--- config.mk ---
export PLATFORM = sky130hd
export DESIGN_NAME = ps2_mon_fmt_flat
export DESIGN_NICKNAME = d
export VERILOG_FILES = /design/src/rtl/ps2_mon_fmt_pkg.sv /design/src/rtl/ps2_mon_fmt_if.sv /design/src/rtl/ps2_mon_capq.sv /design/src/rtl/ps2_mon_fmt.sv /design/src/flat_wrapper.sv
export SDC_FILE = /design/constraint.sdc
export NUM_CORES = 1
export LEC_CHECK = 0
export ABC_AREA = 1
export CORE_MARGIN = 2
export CORE_UTILIZATION = 32
export DETAILED_ROUTE_END_ITERATION = 12
export GPL_TIMING_DRIVEN = 0
export PLACE_DENSITY = 0.54
export SYNTH_ARGS = -nofsm -noshare
export SYNTH_HDL_FRONTEND = slang
export SYNTH_HIERARCHICAL = 1
export SYNTH_SLANG_ARGS = --single-unit
--- constraint.sdc ---
create_clock -name clk -period 3.1 [get_ports clk]
set_input_delay 0.62 -clock clk [delete_from_list [all_inputs] [get_ports clk]]
set_output_delay 0.62 -clock clk [all_outputs]
set_load 0.02 [all_outputs]
--- src/rtl/ps2_mon_fmt_pkg.sv ---
// Shared constants, types and text helpers for the PS/2 monitor text formatter.
package ps2_mon_fmt_pkg;

    localparam int MAX_SEL_NUM = 9;
    localparam int SEL_IW      = $clog2(MAX_SEL_NUM);
    localparam int CMT_TXT_LEN = 16;
    localparam int DATA_LEN    = 10;
    localparam int CMT_LEN     = CMT_TXT_LEN + 4;
    localparam int CAP_DEPTH   = 2;

    localparam int RESET_CMD = 0;
    localparam int ACK       = 1;
    localparam int RESEND    = 2;
    localparam int ERROR     = 3;
    localparam int BAT_OK    = 4;
    localparam int DEV_ID    = 5;
    localparam int BYTE_1    = 6;
    localparam int BYTE_2    = 7;
    localparam int BYTE_3    = 8;

    localparam logic [7:0] ASC_SP = 8'h20;
    localparam logic [7:0] ASC_CR = 8'h0D;
    localparam logic [7:0] ASC_LF = 8'h0A;
    localparam logic [7:0] ASC_0  = 8'h30;
    localparam logic [7:0] ASC_A  = 8'h41;

    localparam logic [63:0] HOST_PFX = "HOST: 0x";
    localparam logic [63:0] DEV_PFX  = "DEV : 0x";

    typedef logic [CMT_TXT_LEN*8-1:0] cmt_txt_t;

    typedef struct packed {
        logic       src;
        logic [7:0] data;
    } cap_entry_t;

    typedef enum logic [2:0] {
        ST_IDLE,
        ST_START,
        ST_DATA,
        ST_DATA_END,
        ST_CMT,
        ST_CMT_END
    } fmt_state_e;

    function automatic logic [7:0] hex_char(input logic [3:0] n);
        return (n < 4'd10) ? ASC_0 + {4'h0, n} : ASC_A + {4'h0, n} - 8'd10;
    endfunction

    // Lowest set bit wins; no bit set yields MAX_SEL_NUM (the "?" entry).
    function automatic int unsigned sel_index(input logic [MAX_SEL_NUM-1:0] sel);
        int unsigned idx;
        idx = MAX_SEL_NUM;
        for (int unsigned i = MAX_SEL_NUM; i > 0; i--) begin
            if (sel[SEL_IW'(i - 1)]) idx = i - 1;
        end
        return idx;
    endfunction

    function automatic cmt_txt_t cmt_text(input int unsigned sel);
        case (sel)
            RESET_CMD: return "RESET           ";
            ACK:       return "ACK             ";
            RESEND:    return "RESEND          ";
            ERROR:     return "ERROR           ";
            BAT_OK:    return "BAT OK          ";
            DEV_ID:    return "DEVICE ID       ";
            BYTE_1:    return "BYTE 1          ";
            BYTE_2:    return "BYTE 2          ";
            BYTE_3:    return "BYTE 3          ";
            default:   return "?               ";
        endcase
    endfunction

endpackage

--- src/rtl/ps2_mon_fmt_if.sv ---
// Capture, command-monitor handshake and UART write signals of the formatter.
interface ps2_mon_fmt_if;
    import ps2_mon_fmt_pkg::*;

    logic                   ps2_wr_stb;
    logic [7:0]             ps2_wr_data;
    logic                   ps2_rddata_valid;
    logic [7:0]             ps2_rd_data;
    logic                   host_data_xfr;
    logic                   device_data_xfr;
    logic                   comment_data_xfr;
    logic                   data_xfr_int;
    logic [MAX_SEL_NUM-1:0] comment_sel;
    logic                   host_data_start;
    logic                   device_data_start;
    logic                   char_idx_end;
    logic                   uart_wr_en;
    logic [7:0]             uart_wr_data;
    logic                   cap_overflow;

    modport master (
        output ps2_wr_stb, ps2_wr_data, ps2_rddata_valid, ps2_rd_data,
               host_data_xfr, device_data_xfr, comment_data_xfr,
               data_xfr_int, comment_sel,
        input  host_data_start, device_data_start, char_idx_end,
               uart_wr_en, uart_wr_data, cap_overflow
    );

    modport slave (
        input  ps2_wr_stb, ps2_wr_data, ps2_rddata_valid, ps2_rd_data,
               host_data_xfr, device_data_xfr, comment_data_xfr,
               data_xfr_int, comment_sel,
        output host_data_start, device_data_start, char_idx_end,
               uart_wr_en, uart_wr_data, cap_overflow
    );

endinterface

--- src/rtl/ps2_mon_capq.sv ---
// Capture FIFO of {src, byte} entries; accepts a host and a device push per cycle.
module ps2_mon_capq
    import ps2_mon_fmt_pkg::*;
#(
    parameter int DEPTH = CAP_DEPTH
) (
    input  logic       clk,
    input  logic       rst,
    input  logic       push_host_i,
    input  logic [7:0] host_byte_i,
    input  logic       push_dev_i,
    input  logic [7:0] dev_byte_i,
    input  logic       pop_i,
    output logic       empty_o,
    output cap_entry_t head_o,
    output logic       overflow_o
);

    localparam int AW = $clog2(DEPTH);
    typedef logic [AW-1:0] ptr_t;
    typedef logic [AW:0]   cnt_t;

    cap_entry_t mem_q [DEPTH];
    ptr_t       wr_q, rd_q;
    cnt_t       cnt_q, free;
    logic       pop_ok, host_ok, dev_ok, ovf_q;

    // A pop frees its slot for a push in the same cycle; host takes space first.
    always_comb begin
        pop_ok  = pop_i && (cnt_q != '0);
        free    = cnt_t'(DEPTH) - cnt_q + cnt_t'(pop_ok);
        host_ok = push_host_i && (free != '0);
        dev_ok  = push_dev_i && (free > cnt_t'(host_ok));
    end

    always_ff @(posedge clk) begin
        if (rst) begin
            wr_q  <= '0;
            rd_q  <= '0;
            cnt_q <= '0;
            ovf_q <= 1'b0;
        end else begin
            wr_q  <= wr_q + ptr_t'(host_ok) + ptr_t'(dev_ok);
            rd_q  <= rd_q + ptr_t'(pop_ok);
            cnt_q <= cnt_q + cnt_t'(host_ok) + cnt_t'(dev_ok) - cnt_t'(pop_ok);
            ovf_q <= ovf_q | (push_host_i & ~host_ok) | (push_dev_i & ~dev_ok);
        end
    end

    always_ff @(posedge clk) begin
        if (host_ok) mem_q[wr_q] <= '{src: 1'b0, data: host_byte_i};
        if (dev_ok)  mem_q[wr_q + ptr_t'(host_ok)] <= '{src: 1'b1, data: dev_byte_i};
    end

    assign empty_o    = (cnt_q == '0);
    assign head_o     = mem_q[rd_q];
    assign overflow_o = ovf_q;

endmodule

--- src/rtl/ps2_mon_fmt.sv ---
// Formats each captured PS/2 byte as a data field plus comment field onto the UART.
module ps2_mon_fmt
    import ps2_mon_fmt_pkg::*;
(
    input logic          clk,
    input logic          rst,
    ps2_mon_fmt_if.slave bus
);

    fmt_state_e state_q, state_d;
    cap_entry_t line_q, line_d, head;
    logic [4:0] idx_q, idx_d;
    cmt_txt_t   txt_q, txt_d, txt_sh;
    logic [63:0] pfx, pfx_sh;
    logic [7:0] wr_data_q, wr_data_d, data_ch, cmt_ch;
    logic       wr_en_q, wr_en_d, hs_q, hs_d, ds_q, ds_d, end_q, end_d;
    logic       empty, pop, xfr_ok, cmt_ok;

    ps2_mon_capq #(.DEPTH(CAP_DEPTH)) u_capq (
        .clk         (clk),
        .rst         (rst),
        .push_host_i (bus.ps2_wr_stb),
        .host_byte_i (bus.ps2_wr_data),
        .push_dev_i  (bus.ps2_rddata_valid),
        .dev_byte_i  (bus.ps2_rd_data),
        .pop_i       (pop),
        .empty_o     (empty),
        .head_o      (head),
        .overflow_o  (bus.cap_overflow)
    );

    always_comb begin
        pfx    = line_q.src ? DEV_PFX : HOST_PFX;
        pfx_sh = pfx << {idx_q, 3'b000};
        txt_sh = txt_q << {idx_q - 5'd2, 3'b000};

        if (idx_q < 5'(DATA_LEN - 2))       data_ch = pfx_sh[63:56];
        else if (idx_q == 5'(DATA_LEN - 2)) data_ch = hex_char(line_q.data[7:4]);
        else                                data_ch = hex_char(line_q.data[3:0]);

        if (idx_q < 5'd2)                  cmt_ch = ASC_SP;
        else if (idx_q < 5'(CMT_LEN - 2))  cmt_ch = txt_sh[CMT_TXT_LEN*8-1 -: 8];
        else if (idx_q == 5'(CMT_LEN - 2)) cmt_ch = ASC_CR;
        else                               cmt_ch = ASC_LF;

        xfr_ok = bus.data_xfr_int && (bus.host_data_xfr || bus.device_data_xfr);
        cmt_ok = bus.data_xfr_int && bus.comment_data_xfr;
    end

    always_comb begin
        state_d   = state_q;
        line_d    = line_q;
        idx_d     = idx_q;
        txt_d     = txt_q;
        wr_en_d   = 1'b0;
        wr_data_d = wr_data_q;
        pop       = 1'b0;
        unique case (state_q)
            ST_IDLE: begin
                if (!empty) begin
                    pop     = 1'b1;
                    line_d  = head;
                    state_d = ST_START;
                end
            end
            ST_START: begin
                idx_d   = '0;
                state_d = ST_DATA;
            end
            ST_DATA: begin
                if (xfr_ok) begin
                    wr_en_d   = 1'b1;
                    wr_data_d = data_ch;
                    idx_d     = idx_q + 5'd1;
                    if (idx_q == 5'(DATA_LEN - 1)) state_d = ST_DATA_END;
                end
            end
            ST_DATA_END: begin
                idx_d   = '0;
                txt_d   = cmt_text(sel_index(bus.comment_sel));
                state_d = ST_CMT;
            end
            ST_CMT: begin
                if (cmt_ok) begin
                    wr_en_d   = 1'b1;
                    wr_data_d = cmt_ch;
                    idx_d     = idx_q + 5'd1;
                    if (idx_q == 5'(CMT_LEN - 1)) state_d = ST_CMT_END;
                end
            end
            ST_CMT_END: state_d = ST_IDLE;
            default:    state_d = ST_IDLE;
        endcase
        // Pulses are registered from the next state so they align with the state itself.
        hs_d  = (state_d == ST_START) && !line_d.src;
        ds_d  = (state_d == ST_START) && line_d.src;
        end_d = (state_d == ST_DATA_END) || (state_d == ST_CMT_END);
    end

    always_ff @(posedge clk) begin
        if (rst) begin
            state_q   <= ST_IDLE;
            line_q    <= '0;
            idx_q     <= '0;
            txt_q     <= '0;
            wr_en_q   <= 1'b0;
            wr_data_q <= '0;
            hs_q      <= 1'b0;
            ds_q      <= 1'b0;
            end_q     <= 1'b0;
        end else begin
            state_q   <= state_d;
            line_q    <= line_d;
            idx_q     <= idx_d;
            txt_q     <= txt_d;
            wr_en_q   <= wr_en_d;
            wr_data_q <= wr_data_d;
            hs_q      <= hs_d;
            ds_q      <= ds_d;
            end_q     <= end_d;
        end
    end

    assign bus.host_data_start   = hs_q;
    assign bus.device_data_start = ds_q;
    assign bus.char_idx_end      = end_q;
    assign bus.uart_wr_en        = wr_en_q;
    assign bus.uart_wr_data      = wr_data_q;

endmodule

--- src/flat_wrapper.sv ---
// flat-port wrapper written by rule: the top's interface ports become plain ports
module ps2_mon_fmt_flat import ps2_mon_fmt_pkg::*;
  (clk, rst, bus_ps2_wr_stb, bus_ps2_wr_data, bus_ps2_rddata_valid, bus_ps2_rd_data, bus_host_data_xfr, bus_device_data_xfr, bus_comment_data_xfr, bus_data_xfr_int, bus_comment_sel, bus_host_data_start, bus_device_data_start, bus_char_idx_end, bus_uart_wr_en, bus_uart_wr_data, bus_cap_overflow);
  ps2_mon_fmt_if bus_i ();
  input logic clk;
  input logic rst;
  input wire logic [$bits(bus_i.ps2_wr_stb)-1:0] bus_ps2_wr_stb;
  input wire logic [$bits(bus_i.ps2_wr_data)-1:0] bus_ps2_wr_data;
  input wire logic [$bits(bus_i.ps2_rddata_valid)-1:0] bus_ps2_rddata_valid;
  input wire logic [$bits(bus_i.ps2_rd_data)-1:0] bus_ps2_rd_data;
  input wire logic [$bits(bus_i.host_data_xfr)-1:0] bus_host_data_xfr;
  input wire logic [$bits(bus_i.device_data_xfr)-1:0] bus_device_data_xfr;
  input wire logic [$bits(bus_i.comment_data_xfr)-1:0] bus_comment_data_xfr;
  input wire logic [$bits(bus_i.data_xfr_int)-1:0] bus_data_xfr_int;
  input wire logic [$bits(bus_i.comment_sel)-1:0] bus_comment_sel;
  output wire logic [$bits(bus_i.host_data_start)-1:0] bus_host_data_start;
  output wire logic [$bits(bus_i.device_data_start)-1:0] bus_device_data_start;
  output wire logic [$bits(bus_i.char_idx_end)-1:0] bus_char_idx_end;
  output wire logic [$bits(bus_i.uart_wr_en)-1:0] bus_uart_wr_en;
  output wire logic [$bits(bus_i.uart_wr_data)-1:0] bus_uart_wr_data;
  output wire logic [$bits(bus_i.cap_overflow)-1:0] bus_cap_overflow;
  assign bus_i.ps2_wr_stb = bus_ps2_wr_stb;
  assign bus_i.ps2_wr_data = bus_ps2_wr_data;
  assign bus_i.ps2_rddata_valid = bus_ps2_rddata_valid;
  assign bus_i.ps2_rd_data = bus_ps2_rd_data;
  assign bus_i.host_data_xfr = bus_host_data_xfr;
  assign bus_i.device_data_xfr = bus_device_data_xfr;
  assign bus_i.comment_data_xfr = bus_comment_data_xfr;
  assign bus_i.data_xfr_int = bus_data_xfr_int;
  assign bus_i.comment_sel = bus_comment_sel;
  assign bus_host_data_start = bus_i.host_data_start;
  assign bus_device_data_start = bus_i.device_data_start;
  assign bus_char_idx_end = bus_i.char_idx_end;
  assign bus_uart_wr_en = bus_i.uart_wr_en;
  assign bus_uart_wr_data = bus_i.uart_wr_data;
  assign bus_cap_overflow = bus_i.cap_overflow;
  ps2_mon_fmt u_core (.clk(clk), .rst(rst), .bus(bus_i));
endmodule
==> out/qor.txt <==
FP Rows: 45
Tcrit/Tclk final: 0.9127
Power Total: 4023 µW
Type of the worst setup path: reg2reg
Status: finished clean
Slew Viols, Final: 0
Clock buffer depth: 2
Clk root buf: clkbuf_16
Vias in the first global route: 4,409
Synthesized flop and latch total: 88
# Max-Cap Violations: 0
Number of inserted diodes: 0
Synth top area cells: dfxtp_1 29%, nand2_1 17%, edfxtp_1 9.5%
Die Wd: 129.5 µm
Async set or reset register ratio after synthesis: 0
Most frequent cell after synthesis: nand2_1
Final #Nets: 835
Power Dens Cells: 665.4 nW/µm²
Fmax: 353.4 MHz
CP arrival: 2880 ps
IO buf count: 44
Area share of the largest cell type after synthesis: 0.2860
First-pass iteration count of the detailed router: 4
Slew headroom: 0.5507
Top-Level Pins: 46
Routed wire per std cell: 13.82 µm
Pin count of the biggest net entering global routing: 16
Synth area leader: dfxtp_1
Clk slew on worst S/H paths: 70 ps
Die height: 129.5 µm
Cts hold-fix bufs: 0
Via count: 4,729
Drt total wl: 13,770 µm
Final worst path period need: 2829 ps
Sum Neg Setup Slack: 0 ps
Syn_nets: 780
Final Hold Fails: 0
Final setup violating endpoints: 0
Sequential element share of the synthesized area: 0.3813
P_leak: 0.002640 µW
Synth Flop Type: dfxtp_1
Gpl congestion: 0.9013
Worst-Skew Late Latency: 350 ps
EDFF count, synth: 16
First-pass GRT wire length: 22,680 µm
Post-Syn Area: 5040 µm²
Initial DRC count: 338
Synth Area per Inst: 6.951 µm²
Core footprint: 15,310 µm²
Worst EP required: 3150 ps
Crit Path Max Fanout: 10
GRT overflow: 0
Yosys cell types: 46
Post-synth top cells: 229 x nand2_1, 73 x inv_1, 72 x dfxtp_1
Crit. End Element: flop
Detailed-route vias per instance: 4.748
CTS H-tree lvls: 3
Yosys warns: 54
RSZ-0062 raised after global routing: no
Clock tree from TritonCTS: done
DRT antenna net count: 0
Fraction of layout cells with a size suffix above 1: 0.09299
Antenna violations before repair: 0
Hpwl dp: 10,400 µm
Residual DRC: 0
Startpoint types: flop
# fillers: 1,693
Global-route usage over all layers: 0.1731
Starting Density: 0.3291
Sink Count: 88
Num CTS Buffers: 9
Area Overhead vs Synth: 19.99%
Place WS: -351.5 ps
Final setup margin: 270.7 ps
Syn Inst Count: 725
Hold Crit Class: reg2reg
Worst slew pin tran: 673.9 ps
Die area: 16,770 µm²
VDD IR max: 459.5 µV
Clk_skew: 8.502 ps
==> kinds of logic (layout without fill, tap and decap cells) <==
kind of cell,Yosys count,in the layout,synth area share
AOI/OAI and AO/OA,143,143,0.1614
buffers and inverters,109,169,0.08962
xor gates and xnor gates,2,2,0.003476
and+or+nand+nor,360,360,0.3059
other,1,1,0.0007441
DFF,88,88,0.3813
adders and majority gates,22,22,0.05760
==> placed cells by master, fill, tap and decap left out, drive strengths merged, types with 2 or more instances in the layout <==
master / instances
nor3: 12
a22oi: 3
o22ai: 2
nand4: 8
edfxtp: 16
dfxtp: 72
inv: 84
clkdlybuf4s50: 44
nand3: 38
fa: 2
or2: 5
nor2: 63
buf: 14
clkinv: 5
ha: 20
o211ai: 7
clkbuf: 21
a211oi: 2
nand2: 234
o21ai: 57
a21oi: 65
==> where the power goes <==
| group | switching, µW | total, µW | leakage, µW | internal (µW) |
|---|---|---|---|---|
| Combinational | 883 | 1380 | 0.00177 | 499 |
| Sequential | 145 | 1620 | 0.000744 | 1470 |
| Clock | 475 | 1030 | 0.000130 | 551 |
| Total | 1500 | 4020 | 0.00264 | 2520 |
==> layout make-up <==
class / instances / area [µm²] / area share
Clock inverter: 5 / 42.54 / 0.007035
Multi-Input combinational cell: 528 / 2684 / 0.4438
Inverter: 85 / 329.1 / 0.05442
Clock buffer: 11 / 232.7 / 0.03849
Timing Repair Buffer: 44 / 440.4 / 0.07283
Tap cell: 211 / 264.0 / 0.04366
Sequential cell: 88 / 1922 / 0.3178
Buffer: 24 / 132.6 / 0.02193
==> repair_timing <==
action	CTS	global route
resized for setup	5	8
setup endpoints to repair	24	33
pin swaps	0	0
setup buffers	0	0
==> through the flow <==
step	utilization	std cells	cell area, µm²	hold WS, ps
final	0.3949	996	6047	457.4
after global routing	0.3949	996	6047	492.4
after CTS	0.3940	996	6033	456.0
after detailed placement	0.3751	980	5744	441.3
after global placement	0.3751	980	5744	440.3
after floorplan	-	725	5040	418.7
==> worst max-delay path, stage by stage, from the launching register on <==
cell and delay [ps]:
dfxtp_1 340, nor2_2 140, inv_1 70, nor2_2 120, inv_1 80, nor2_4 110
o21ai_1 120, ha_1 210, inv_1 60, nand2_1 60, nand2_2 110, nand2_4 70
nand2_1 80, inv_1 50, ha_1 290, inv_1 60, ha_1 140, buf_4 170
clkinv_4 120, nand2_4 140
==> flip-flops by register name (all words and copies together), names as in the netlist <==
| signal | count |
|---|---|
| u_core/bus.host_data_start | 1 |
| u_core/bus.device_data_start | 1 |
| u_core/txt_q | 37 |
| u_core/u_capq/overflow_o | 1 |
| u_core/idx_q | 5 |
| u_core/bus.char_idx_end | 1 |
| u_core/line_q | 9 |
| u_core/state_q | 3 |
| u_core/bus.uart_wr_data | 7 |
| u_core/u_capq/mem_q | 18 |
| u_core/bus.uart_wr_en | 1 |
| u_core/u_capq/wr_q | 1 |
| u_core/u_capq/rd_q | 1 |
| u_core/u_capq/cnt_q | 2 |
==> path summary, 6_finish.rpt <==
check                                         start                                      to  slack [ps]  depth (start not counted)
max                    u_core/state_q[1]$_SDFF_PP0_     u_core/u_capq/mem_q[1][4]$_DFFE_PP_         270                         19
min          u_core/u_capq/mem_q[1][8]$_SDFFE_PP1P_  u_core/u_capq/mem_q[1][8]$_SDFFE_PP1P_         460                          2
max reg2reg            u_core/state_q[1]$_SDFF_PP0_     u_core/u_capq/mem_q[1][4]$_DFFE_PP_         270                         19
min reg2reg  u_core/u_capq/mem_q[1][8]$_SDFFE_PP1P_  u_core/u_capq/mem_q[1][8]$_SDFFE_PP1P_         460                          2
==> layer usage <==
| metal | vias to the layer above | GRT usage | part of all wire |
|---|---|---|---|
| met5 | - | 0 | 0 |
| met4 | 0 | 0.06831 | 0.024 |
| met3 | 22 | 0.02395 | 0.033 |
| met2 | 102 | 0.2628 | 0.43 |
| met1 | 2137 | 0.2483 | 0.51 |
| li1 | 2468 | - | - |
No activity file was read; power rests on OpenSTA's default activity.
